<file path="src/rtl/regfile_sb.sv">
`default_nettype none
// +--------------------------------------------------------------------------+
// | Module   : regfile_sb                                                    |
// | Brief    : 8x16 register file with busy-bit scoreboard, write bypass and |
// |            RAW/WAW stall generation for a single-issue decode stage.     |
// | Revision : 1.0  initial release                                          |
// +--------------------------------------------------------------------------+
module regfile_sb #(
    parameter int DATA_W = 16,
    parameter int NREG   = 8,
    parameter int ADDR_W = 3
) (
    input  logic              clk,
    input  logic              rst,
    input  logic [ADDR_W-1:0] rd_addr1,
    input  logic              rd_use1,
    input  logic [ADDR_W-1:0] rd_addr2,
    input  logic              rd_use2,
    output logic [DATA_W-1:0] rd_data1,
    output logic [DATA_W-1:0] rd_data2,
    input  logic              iss_valid,
    input  logic              iss_dst_en,
    input  logic [ADDR_W-1:0] iss_dst,
    input  logic              wr_en,
    input  logic [ADDR_W-1:0] wr_addr,
    input  logic [DATA_W-1:0] wr_data,
    output logic              stall,
    output logic              err
);

    logic [DATA_W-1:0] r_regs_q [NREG];
    logic [DATA_W-1:0] w_regs_d [NREG];
    logic [NREG-1:0]   r_busy_q;
    logic [NREG-1:0]   w_busy_d;

    logic w_clr1;
    logic w_clr2;
    logic w_clr_dst;
    logic w_accept;

    always_comb begin
        w_clr1    = wr_en && (wr_addr == rd_addr1);
        w_clr2    = wr_en && (wr_addr == rd_addr2);
        w_clr_dst = wr_en && (wr_addr == iss_dst);

        rd_data1  = w_clr1 ? wr_data : r_regs_q[rd_addr1];
        rd_data2  = w_clr2 ? wr_data : r_regs_q[rd_addr2];

        // A write retiring this cycle resolves the hazard it would otherwise cause.
        stall     = iss_valid && (
                        (rd_use1    && r_busy_q[rd_addr1] && !w_clr1) ||
                        (rd_use2    && r_busy_q[rd_addr2] && !w_clr2) ||
                        (iss_dst_en && r_busy_q[iss_dst]  && !w_clr_dst));
        w_accept  = iss_valid && !stall;

        err       = wr_en && !r_busy_q[wr_addr];
    end

    always_comb begin
        w_regs_d = r_regs_q;
        w_busy_d = r_busy_q;
        if (wr_en) begin
            w_regs_d[wr_addr] = wr_data;
            w_busy_d[wr_addr] = 1'b0;
        end
        // Set after clear: a new producer supersedes the retiring one.
        if (w_accept && iss_dst_en) begin
            w_busy_d[iss_dst] = 1'b1;
        end
    end

    always_ff @(posedge clk) begin
        if (rst) begin
            for (int i = 0; i < NREG; i++) begin
                r_regs_q[i] <= '0;
            end
            r_busy_q <= '0;
        end else begin
            r_regs_q <= w_regs_d;
            r_busy_q <= w_busy_d;
        end
    end

endmodule
`default_nettype wire

</file>
<file path="config.mk">
export PLATFORM = sky130hd
export DESIGN_NAME = regfile_sb
export DESIGN_NICKNAME = d
export VERILOG_FILES = /design/src/rtl/regfile_sb.sv
export SDC_FILE = /design/constraint.sdc
export NUM_CORES = 1
export LEC_CHECK = 0
export ABC_AREA = 1
export BUFFER_PORTS_ARGS = -buffer_cell sky130_fd_sc_hd__buf_2
export CAP_MARGIN = 20
export CORE_MARGIN = 5
export CORE_UTILIZATION = 65
export DETAILED_ROUTE_END_ITERATION = 8
export PLACE_DENSITY = 0.91
export REMOVE_ABC_BUFFERS = 1
export SETUP_SLACK_MARGIN = 0.02
export SYNTH_ARGS = -nofsm -noshare
export SYNTH_HDL_FRONTEND = slang
export SYNTH_SLANG_ARGS = --single-unit
</file>
<file path="constraint.sdc">
create_clock -name clk -period 2.8 [get_ports clk]
set_input_delay 0.28 -clock clk [delete_from_list [all_inputs] [get_ports clk]]
set_output_delay 0.28 -clock clk [all_outputs]
set_load 0.03 [all_outputs]
</file>
==> out/qor.yml <==
postPlaceCellArea_sq_um: 7940
final_area_sq_um: 8500
tritoncts.num_buffers: 17
critPathArrivalTime_ns: 2.01
synth_seq_area_share: 0.355
multiInputGateArea_sq_um: 4120
endpoint_kind: "output port"
final_common_cell: "nor2_1"
pwr_density_cell_nw_per_um2: 594
postLayoutCoreUtil: 0.738
die_h_um: 119
antenna_cells: 0
p_sw_w: 0.00147
via_per_inst: 6.39
area_growth_pct: 10.7
synthesis.area_sq_um: 7680
io_pins: 69
drv_slew: 0
finalClockSkew_ns: 0.00114
hold_viol_final: 0
leakage_nw: 3.15
die_w_um: 119
die_area_sq_um: 14100
crit_chain: "buf_2 -> buf_4 -> o21ai_0 -> o211ai_1 -> nand3_1 -> o21ai_0 -> buf_2"
syn_inst: 1115
status: "complete, no violations"
nFillCells: 931
cts_buffer_depth: 2
grt_pass1_wl_mm: 37.0
first_pass_iters: 6
antenna_left: 0
peakVddDrop_uv: 430
clk_pin_slew_worst_paths_ns: 0.06
startpoint_type: "input port"
insertion_delay_ns: 0.42
maxCapViolations: 0
antenna_found_initial: 0
power.internal_w: 0.00358
grt_pass1_vias: 7472
seq_area_sq_um: 2720
worst_slew_pin_slew_ns: 0.919
post_cts_buffers: 0
ys_ff_latch: 136
layout.nets: 1161
grt_max_degree: 122
min_period_ns: 2.29
wl_per_cell_um: 17.5
critPathKind: "input port to output port"
setup_tns_ns: 0
drtIter0Drc: 1292
critical-path-max-stage-delay_ns: 0.60
setup_viol: 0
grt_overflow_total: 0
vias: 8187
dp_hpwl_mm: 13.2
fp-row-count: 39
place.gp.congestion: 0.906
maxSlewHeadroom: 0.386
yosysWarnings: 0
synth.distinct_cells: 23
max_freq_mhz: 437
drc_errors: 0
port_buffers: 68
initial_utilization: 0.667
routed_wl_mm: 22.5
clkPwrFrac: 0.426
drive_gt1_frac: 0.121
period_share: 0.818
cp.required_ns: 2.52
p_comb_frac: 0.168
fp.coreArea_sq_um: 11500
slowest_stage: "buf_4"
hold_path_class: "input port to register"
track_usage: 0.317
cts_tree: "built"
clock-sinks: 136
seq_power_share: 0.406
final_cell_mix: "nor2_1, o21ai_0, dfxtp_1"
avgSynthCellArea_sq_um: 6.88
cts_root_buf: "clkbuf_16"
crit_path_max_fanout: 64
rsz0062_at_grt: "no"
swShare: 0.290
cts_resized: 0
htree_levels: 4
holdBufCountCts: 0
-- power groups by stage --
| stage | combinational, W | sequential, W | clock, W |
|---|---|---|---|
| 6_report | 0.000849 | 0.00205 | 0.00215 |
| 5_1_grt | 0.000931 | 0.00205 | 0.00224 |
| 4_1_cts | 0.000836 | 0.00204 | 0.00215 |
| 3_5_place_dp | 0.000827 | 0.00209 | 0 |
| 3_3_place_gp | 0.000810 | 0.00208 | 0 |
| 2_1_floorplan | 0.000497 | 0.00207 | 0 |
-- state kept, by name, indices dropped and copies added, names as in the netlist --
register,cells
r_regs_q,128
r_busy_q,8
-- cell usage after synthesis --
| cell | instances | area [sq um] |
|---|---|---|
| a211oi_1 | 128 | 961 |
| a21oi_1 | 76 | 380 |
| a21oi_2 | 1 | 8.76 |
| buf_1 | 6 | 22.5 |
| buf_2 | 44 | 220 |
| buf_4 | 12 | 90.1 |
| clkbuf_1 | 36 | 135 |
| clkbuf_2 | 2 | 10.0 |
| clkinv_1 | 17 | 63.8 |
| dfxtp_1 | 136 | 2720 |
| inv_1 | 71 | 267 |
| inv_2 | 6 | 22.5 |
| nand2_1 | 101 | 379 |
| nand2_2 | 2 | 12.5 |
| nand3_1 | 89 | 445 |
| nand4_1 | 8 | 50.1 |
| nor2_1 | 161 | 604 |
| nor2_2 | 8 | 50.1 |
| nor2_4 | 3 | 33.8 |
| nor3_1 | 8 | 40.0 |
| o211ai_1 | 62 | 465 |
| o21ai_0 | 137 | 686 |
| o22ai_1 | 1 | 6.26 |
-- kinds of logic after synthesis --
kind of cell	synth area share
compound gates	0.327
simple gates	0.210
buf+inv	0.108
flops	0.355
-- per-layer routing --
metal  share of wire  up-vias  wire (um)  global-route usage
li1                -     3942          -                   -
met1            0.40     3637       9050               0.414
met2            0.45      518      10000               0.493
met3            0.11       90       2410              0.0688
met4           0.044        0        987               0.165
met5               0        -          0                   0
-- through the flow --
stage | setup WS [ns] | std cells | hold WS, ns | power, W
finish | 0.509 | 1281 | 0.255 | 0.00505
global route | 0.389 | 1281 | 0.279 | 0.00523
CTS | 0.568 | 1281 | 0.244 | 0.00503
detailed placement | 0.633 | 1250 | 0.483 | 0.00291
global placement | 0.684 | 1250 | 0.478 | 0.00289
floorplan | 0.600 | 1015 | 0.349 | 0.00257
-- path summary, 6_finish.rpt --
check	startpoint	cells past startpoint	end	slack, ns
setup / recovery	rd_addr2[1]	7	rd_data2[2]	0.51
hold / removal	wr_data[4]	3	r_regs_q[84]$_SDFFE_PP0P_	0.26
setup reg to reg	r_busy_q[1]$_SDFF_PP0_	9	r_busy_q[1]$_SDFF_PP0_	1.41
hold reg to reg	r_regs_q[67]$_SDFFE_PP0P_	2	r_regs_q[67]$_SDFFE_PP0P_	0.49
-- critical path, delay by kind of cell --
| family | cells | cell delay, ns |
|---|---|---|
| and+or+nand+nor | 1 | 0.09 |
| buffers and inverters | 3 | 0.98 |
| AOI/OAI and AO/OA | 3 | 0.64 |
-- area by class of cell --
class,instances,share of cell area
well taps,143,0.0211
repair buffers,92,0.0665
multi-input cells,785,0.485
flip-flops and latches,136,0.320
clock inverters,8,0.0116
clock buffers,23,0.0539
inverters,94,0.0415
(Power assumes the default switching activity.)
